<file path="config.mk">
export PLATFORM = sky130hd
export DESIGN_NAME = upb_qdr_req_sched
export DESIGN_NICKNAME = d
export VERILOG_FILES = /design/src/rtl/upb_qdr_req_sched.sv
export SDC_FILE = /design/constraint.sdc
export NUM_CORES = 1
export LEC_CHECK = 0
export ABC_AREA = 1
export BUFFER_PORTS_ARGS = -buffer_cell sky130_fd_sc_hd__buf_2
export CAP_MARGIN = 25
export CORE_MARGIN = 2
export CORE_UTILIZATION = 39
export CTS_BUF_LIST = sky130_fd_sc_hd__clkbuf_8
export DETAILED_ROUTE_END_ITERATION = 7
export SYNTH_ARGS = -nofsm -noshare
export SYNTH_HDL_FRONTEND = slang
export SYNTH_SLANG_ARGS = --single-unit
</file>
<file path="constraint.sdc">
create_clock -name clk_i -period 11 [get_ports clk_i]
set_input_delay 0 -clock clk_i [delete_from_list [all_inputs] [get_ports clk_i]]
set_output_delay 0 -clock clk_i [all_outputs]
set_load 0.02 [all_outputs]
</file>
<file path="src/rtl/upb_qdr_req_sched.sv">
// QDR-II request scheduler: arbitrates write/read requests onto one PHY command register
// and returns read data in order via a credit-protected FIFO. Optional stats: UPB_QDR_SCHED_STATS_EN.
module upb_qdr_req_sched #(
    parameter int ADDR_W    = 19,
    parameter int DATA_W    = 144,
    parameter int RET_DEPTH = 8
) (
    input  logic              clk_i,
    input  logic              rst_ni,
    input  logic              wr_valid_i,
    output logic              wr_ready_o,
    input  logic [ADDR_W-1:0] wr_addr_i,
    input  logic [DATA_W-1:0] wr_data_i,
    input  logic              rd_valid_i,
    output logic              rd_ready_o,
    input  logic [ADDR_W-1:0] rd_addr_i,
    output logic              rdret_valid_o,
    input  logic              rdret_ready_i,
    output logic [DATA_W-1:0] rdret_data_o,
    output logic              phy_cmd_valid_o,
    input  logic              phy_cmd_ready_i,
    output logic              phy_cmd_wr_o,
    output logic [ADDR_W-1:0] phy_cmd_addr_o,
    output logic [DATA_W-1:0] phy_cmd_data_o,
    input  logic              phy_rd_vld_i,
    input  logic [DATA_W-1:0] phy_rd_data_i,
    output logic              err_unexp_o
`ifdef UPB_QDR_SCHED_STATS_EN
    ,
    output logic [31:0]       stat_wr_cmds_o,
    output logic [31:0]       stat_rd_cmds_o,
    output logic [31:0]       stat_credit_stall_o
`endif
);

    localparam int PTR_W = $clog2(RET_DEPTH);
    localparam int CNT_W = PTR_W + 1;
    localparam logic [CNT_W+1:0] DEPTH_L = (CNT_W+2)'(RET_DEPTH);

    logic              cmdValid_q, cmdValid_d;
    logic              cmdWr_q, cmdWr_d;
    logic [ADDR_W-1:0] cmdAddr_q;
    logic [DATA_W-1:0] cmdData_q;
    logic              lastGrant_q, lastGrant_d;
    logic [CNT_W-1:0]  outstanding_q, outstanding_d;
    logic [CNT_W-1:0]  fifoCount_q, fifoCount_d;
    logic [PTR_W-1:0]  wrPtr_q, wrPtr_d;
    logic [PTR_W-1:0]  rdPtr_q, rdPtr_d;
    logic              errUnexp_q, errUnexp_d;
    logic [DATA_W-1:0] retMem [RET_DEPTH];

    logic              loadable;
    logic [CNT_W+1:0]  creditSum;
    logic              hasCredit;
    logic              rdEligible;
    logic              wrFire;
    logic              rdFire;
    logic              contested;
    logic              rdIssue;
    logic              retOk;
    logic              push;
    logic              pop;

    // Arbitration: lastGrant_q=1 means the previous contest went to the write, so the read is next.
    always_comb begin
        loadable   = ~cmdValid_q | phy_cmd_ready_i;
        creditSum  = {2'b00, outstanding_q} + {2'b00, fifoCount_q}
                   + (CNT_W+2)'(cmdValid_q & ~cmdWr_q);
        hasCredit  = creditSum < DEPTH_L;
        rdEligible = rd_valid_i & hasCredit;
        wr_ready_o = rst_ni & loadable & ~(rdEligible & lastGrant_q);
        rd_ready_o = rst_ni & loadable & hasCredit & ~(wr_valid_i & ~lastGrant_q);
        wrFire     = wr_valid_i & wr_ready_o;
        rdFire     = rd_valid_i & rd_ready_o;
        contested  = loadable & wr_valid_i & rdEligible;
        rdIssue    = cmdValid_q & ~cmdWr_q & phy_cmd_ready_i;
        retOk      = phy_rd_vld_i & (outstanding_q != '0);
        push       = retOk;
        pop        = rdret_valid_o & rdret_ready_i;
    end

    always_comb begin
        cmdValid_d    = cmdValid_q;
        cmdWr_d       = cmdWr_q;
        lastGrant_d   = lastGrant_q;
        outstanding_d = outstanding_q;
        fifoCount_d   = fifoCount_q;
        wrPtr_d       = wrPtr_q;
        rdPtr_d       = rdPtr_q;
        errUnexp_d    = errUnexp_q | (phy_rd_vld_i & (outstanding_q == '0));

        if (loadable) begin
            cmdValid_d = wrFire | rdFire;
            if (wrFire | rdFire) begin
                cmdWr_d = wrFire;
            end
        end
        if (contested) begin
            lastGrant_d = ~lastGrant_q;
        end

        case ({rdIssue, retOk})
            2'b10:   outstanding_d = outstanding_q + CNT_W'(1);
            2'b01:   outstanding_d = outstanding_q - CNT_W'(1);
            default: outstanding_d = outstanding_q;
        endcase

        case ({push, pop})
            2'b10:   fifoCount_d = fifoCount_q + CNT_W'(1);
            2'b01:   fifoCount_d = fifoCount_q - CNT_W'(1);
            default: fifoCount_d = fifoCount_q;
        endcase

        if (push) begin
            wrPtr_d = wrPtr_q + PTR_W'(1);
        end
        if (pop) begin
            rdPtr_d = rdPtr_q + PTR_W'(1);
        end
    end

    always_ff @(posedge clk_i or negedge rst_ni) begin
        if (!rst_ni) begin
            cmdValid_q    <= 1'b0;
            cmdWr_q       <= 1'b0;
            lastGrant_q   <= 1'b0;
            outstanding_q <= '0;
            fifoCount_q   <= '0;
            wrPtr_q       <= '0;
            rdPtr_q       <= '0;
            errUnexp_q    <= 1'b0;
        end else begin
            cmdValid_q    <= cmdValid_d;
            cmdWr_q       <= cmdWr_d;
            lastGrant_q   <= lastGrant_d;
            outstanding_q <= outstanding_d;
            fifoCount_q   <= fifoCount_d;
            wrPtr_q       <= wrPtr_d;
            rdPtr_q       <= rdPtr_d;
            errUnexp_q    <= errUnexp_d;
        end
    end

    // Payload registers carry no reset; they are only observed while qualified by a valid.
    always_ff @(posedge clk_i) begin
        if (wrFire) begin
            cmdAddr_q <= wr_addr_i;
            cmdData_q <= wr_data_i;
        end else if (rdFire) begin
            cmdAddr_q <= rd_addr_i;
        end
        if (push) begin
            retMem[wrPtr_q] <= phy_rd_data_i;
        end
    end

    assign phy_cmd_valid_o = cmdValid_q;
    assign phy_cmd_wr_o    = cmdWr_q;
    assign phy_cmd_addr_o  = cmdAddr_q;
    assign phy_cmd_data_o  = cmdData_q;
    assign rdret_valid_o   = fifoCount_q != '0;
    assign rdret_data_o    = retMem[rdPtr_q];
    assign err_unexp_o     = errUnexp_q;

`ifdef UPB_QDR_SCHED_STATS_EN
    logic [31:0] statWr_q, statRd_q, statStall_q;

    always_ff @(posedge clk_i or negedge rst_ni) begin
        if (!rst_ni) begin
            statWr_q    <= '0;
            statRd_q    <= '0;
            statStall_q <= '0;
        end else begin
            if (wrFire) begin
                statWr_q <= statWr_q + 32'd1;
            end
            if (rdFire) begin
                statRd_q <= statRd_q + 32'd1;
            end
            if (rd_valid_i & ~hasCredit) begin
                statStall_q <= statStall_q + 32'd1;
            end
        end
    end

    assign stat_wr_cmds_o      = statWr_q;
    assign stat_rd_cmds_o      = statRd_q;
    assign stat_credit_stall_o = statStall_q;
`endif

endmodule

</file>
After elaboration in Yosys (flattened, before gate mapping). Memories as Yosys holds them, arrays and structs flattened. Cells that the tools add are included.

Flip-flop bits (word level): 181. Bits in latches: 0. RAM bits: 1152. Memory bits (read-only): 0. Input port bits: 333. Output and inout bits: 313. Word-level logic and storage cells: 63. Memories: 1.

$add $sub $neg: 8. Multiply operators: 0. Divide/modulo/power cells: 0. $lt $le $gt $ge: 1. Eq/ne operators: 4. Shift-type cells: 0. Multiplexer cells: 6. Bitwise gates (word level): 26. Reduce and logical (&&, ||, !) cells: 7.

Memory list: retMem (words 8, bits a word 144, read ports 1, clocked after Yosys merged registers in 0, write ports 1, line 50) `logic [DATA_W-1:0] retMem [RET_DEPTH];`.

Operators with widths (number): 2-to-1 mux 19 bit (2); AND 1 bit (16); case mux 4 bit (2 select lines) (2); adder 4 x 1 -> 4 bit, second input constant (2); nonzero test 4 bit (2); subtractor 4 x 1 -> 4 bit, second input constant (2); adder 3 x 1 -> 3 bit, second input constant (2); adder 5 x 6 -> 6 bit (1); AND 1 x 6 -> 6 bit (1); less-than comparator 6 x 4 -> 1 bit, second input constant (1); NOT 1 -> 6 bit (1); nonzero test 2 bit (3); adder 4 x 4 -> 5 bit (1); NOT 1 bit (5); equality test 2 x 1 -> 1 bit, second input constant (2); equality test 2 bit, second input constant (2); logical NOT 4 bit (1); OR 1 bit (3); 2-to-1 mux 1 bit (2); AND reduction 2 bit (1).

Depth between registers and ports, before layout.
Depth after elaboration: 11. Mapped depth: 13. Depth with buffers taken out: 13.

Worst setup path after synthesis. No wires, ideal clock.

Kind: reg2reg. From: register outstanding_q[0]. To: memory retMem[0][0], enable pin. Setup time: 0.649 ns. Data arrival time: 6.954 ns. Data required time: 10.351 ns. Setup slack: 3.397 ns. Stages on the path, launching flop included: 6. Buffers on the path: 0. Clock period less this slack: 7.603 ns. Cell sequence: dfrtp_1 inv_1 nand3_1 nand2_1 or2_2 nor2_1.

Word-level cells in the longest chain between the ends: 4.

Ends and longest elaborated chain: from (decl) (line 45) `logic [CNT_W-1:0] outstanding_q, outstanding_d;`; from (signal assigned) (line 136) `outstanding_q <= outstanding_d;`; nonzero test 4 bit (line 77) `retOk = phy_rd_vld_i & (outstanding_q != '0);`; AND 1 bit (line 77); 2-to-1 mux 1 bit (line 152) `if (push) begin`; 2-to-1 mux 1 bit (implied by the code) (line 153) `retMem[wrPtr_q] <= phy_rd_data_i;`; to (decl) (line 50).

No other way between the ends.

Worst setup path after layout.
From: register rdPtr_q[0]. To: output rdret_data_o[114].

Word-level cells in the longest chain between the ends: 1.

Ends and longest elaborated chain: from (decl) (line 48) `logic [PTR_W-1:0] rdPtr_q, rdPtr_d;`; from (signal assigned) (line 139) `rdPtr_q <= rdPtr_d;`; memory read (8 x 144 bit); to (decl) (line 19) `output logic [DATA_W-1:0] rdret_data_o,`.

No other way between the ends.

==> results.sh <==
export IMPL_synth_avg_cell_area_um2=14.0
export IMPL_min_path_cells=2
export IMPL_start_kind="flop"
export IMPL_synthesis_area_um2=50400
export IMPL_synth_cell_types=29
export IMPL_period_minus_slack_ps=5460
export IMPL_fmax_ghz=0.183
export IMPL_path_max_fanout=196
export IMPL_worst_r2r_endpoint="phy_cmd_addr_o[12]"
export IMPL_worstPathRequired_ps=11000
export IMPL_min_to="retMem[5][6]"
export IMPL_endpoint_kind="output pin"
export IMPL_synth_edf_count=1315
export IMPL_cts_setup_buffers=0
export IMPL_antenna_found_initial=44
export IMPL_wl_mm=148
export IMPL_cts_tree="built"
export IMPL_gp_congestion=0.886
export IMPL_ys_flop_type="edfxtp_1"
export IMPL_nets=5307
export IMPL_peakVddDrop_v=0.000219
export IMPL_setup_viol=0
export IMPL_final_util_pct=51.4
export IMPL_drc_errors=0
export IMPL_clock_sinks=1333
export IMPL_hold_class="input pin to flop"
export IMPL_tightest_slew_ps=1020
export IMPL_yosys_warnings=0
export IMPL_min_from="phy_rd_data_i[6]"
export IMPL_synthesis_nets=3961
export IMPL_power_density_nw_per_um2=245
export IMPL_cts_resized=0
export IMPL_crit_chain="buf_4, buf_4, buf_12, o21ai_0, o22ai_1, nor2_1, a31oi_1, buf_2"
export IMPL_status="completed"
export IMPL_finalHoldViolCount=0
export IMPL_worstRegToRegCells=9
export IMPL_critPathSlowestCell="dfrtp_4"
export IMPL_reg2reg_slack_ps=6850
export IMPL_cp_arrival_ps=5460
export IMPL_path_clk_slew_ps=60
export IMPL_start_util_pct=39.4
export IMPL_critical_path_class="flop to output pin"
export IMPL_die_w_um=364
export IMPL_async_flop_share_pct=1.35
export IMPL_met2_length_mm=71.4
export IMPL_area_delta_synth_final_pct=30.5
export IMPL_wl_met1_mm=56.4
export IMPL_dp_hpwl_mm=77.4
export IMPL_vias_per_cell=5.10
export IMPL_clk_path_buf_depth=3
export IMPL_synth_seq_cells=1333
export IMPL_core_area_um2=128000
export IMPL_dieArea_um2=132000
export IMPL_antenna_left=0
export IMPL_slew_violations=0
export IMPL_rsz0062_at_grt="false"
export IMPL_fillers=10700
export IMPL_setup_tns_final_ps=0
export IMPL_grt_pass1_wl_mm=216
export IMPL_hold_slack_ps=97.7
export IMPL_vias=35100
export IMPL_seq_area_frac_synth_pct=79.2
export IMPL_drt_iter0_markers=3112
export IMPL_top_layer_used="met5"
export IMPL_finalCritPeriodShare_pct=49.7
export IMPL_htreeDepth=4
export IMPL_cts_made_buffers=209
export IMPL_dr_wl_met3_mm=11.8
export IMPL_grt_pass1_vias=34500
export IMPL_wire_per_inst_um=21.5
export IMPL_cts_root_buf="clkbuf_8"
export IMPL_reg2reg_from="outstanding_q[3]"
export IMPL_num_rows=131
export IMPL_netlist_instances=3614
export IMPL_maxSlewHeadroom_pct=31.8
export IMPL_die_height_um=364
export IMPL_fin_skew_ps=44.8
export IMPL_drt_first_pass_iters=7
export IMPL_grt_max_degree=210
export IMPL_layout_drive_gt1_share_pct=18.4
export IMPL_track_usage_pct=21.9
export IMPL_p_leak_nw=23.3
export IMPL_io_pins=646
export IMPL_cp_slowest_stage_delay_ps=920
export IMPL_drv_cap=0
export IMPL_portBuffers=645
export IMPL_insertion_delay_ps=920
export IMPL_grt_overflow_total=0
export IMPL_crit_top_cell="buf_4"
-- what timing repair did --
item,in CTS,in global routing
setup endpoints to repair,0,0
endpoints found under the hold margin,1393,0
hold buffers,680,0
-- per-stage QoR --
stage	worst slack (ps)	instance area, µm²	cells	power [mW]
3_3_place_gp	6590	55200	5798	12.2
5_1_grt	5210	65800	6863	17.0
4_1_cts	5510	65700	6835	16.2
3_5_place_dp	6570	55200	5798	12.2
6_report	5540	65800	6876	16.1
2_1_floorplan	3400	50400	3614	10.4
-- power breakdown --
part           switching [mW]  internal [mW]  total [mW]
logic                    4.08           1.66        5.74
registers               0.233           6.37        6.60
clock network            1.91           1.87        3.78
total                    6.23           9.90        16.1
-- synthesized netlist by cell type (3+ instances only) --
library cell  instances  share of area, %
nand3_1               7             0.069
buf_2                50              0.50
o21ai_1               9             0.089
a31oi_1             144               1.8
inv_1                21              0.16
o21ai_0             573               5.7
xor2_1                5             0.087
xnor2_1               4             0.069
nand2_1              76              0.57
dfrtp_1              18              0.89
nand4_1              21              0.26
buf_6                 6              0.13
nor2_1             1022               7.6
clkbuf_2              4             0.040
a21oi_1               3             0.030
edfxtp_1           1315                78
o22ai_1             144               1.8
ha_1                 12              0.30
buf_1                 9             0.067
buf_4                32              0.48
clkbuf_1            128              0.95
-- placed cells by master, fill, tap and decap left out, types with 4 or more instances in the layout --
master         count
a31oi_1          144
buf_12             7
buf_2            645
buf_4             32
bufinv_16          4
clkbuf_8         210
clkinv_1          48
clkinv_2          11
clkinv_8           4
dfrtp_1           16
diode_2           41
dlygate4sd3_1    680
edfxtp_1        1315
ha_1              12
inv_1             88
inv_8              6
nand2_1           76
nand3_1            7
nand4_1           21
nor2_1          1014
nor2_4             8
o21ai_0          573
o21ai_1            9
o22ai_1          144
xnor2_1            4
xor2_1             5
-- how the worst max path moves through the flow --
stage                                 from                 to  slack, ps  cells past startpoint
final                           rdPtr_q[0]  rdret_data_o[114]       5540                      8
after global routing            rdPtr_q[0]   rdret_data_o[77]       5210                      8
after CTS                       rdPtr_q[0]  rdret_data_o[114]       5510                      8
after detailed placement        rdPtr_q[0]  rdret_data_o[114]       6570                      8
after global placement          rdPtr_q[0]  rdret_data_o[114]       6590                      8
after floorplan           outstanding_q[0]       retMem[0][0]       3400                      5
-- kinds of logic after synthesis --
group | count (synthesis) | synth area share (%)
adder cells (fa/ha/maj) | 14 | 0.377
AND/OR/NAND/NOR | 1129 | 8.53
flip-flops | 1333 | 79.2
XOR/XNOR | 9 | 0.156
buffers and inverters | 253 | 2.35
AO/OA/AOI/OAI | 876 | 9.42
-- final cells by class --
cell class | instances | area (µm²) | share of cell area (%)
Sequential cell | 1333 | 39900 | 60.7
Timing Repair Buffer | 1364 | 10400 | 15.8
Multi-Input combinational cell | 2028 | 9390 | 14.3
Clock buffer | 210 | 2890 | 4.39
Tap cell | 1729 | 2160 | 3.29
Clock inverter | 147 | 810 | 1.23
Inverter | 24 | 126 | 0.192
Antenna cell | 41 | 103 | 0.156
-- flip-flops by register name, indices dropped and copies added, names as in the netlist --
name / cells
outstanding_q: 4
err_unexp_o: 1
phy_cmd_addr_o: 19
phy_cmd_wr_o: 1
wrPtr_q: 3
lastGrant_q: 1
fifoCount_q: 4
phy_cmd_data_o: 144
rdPtr_q: 3
retMem: 1152
phy_cmd_valid_o: 1
-- layer usage --
metal | global-route usage [%] | vias up
li1 | - | 16100
met1 | 25.5 | 17100
met2 | 36.3 | 1493
met3 | 6.24 | 413
met4 | 12.7 | 20
met5 | 0 | -
-- critical path: cells and delay by family, from the launching register on --
family / cells / cell delay, ps
DFF: 1 / 920
buffers and inverters: 4 / 2420
AOI/OAI and AO/OA: 3 / 830
and+or+nand+nor: 1 / 60
No activity file was read; power rests on OpenSTA's default activity.
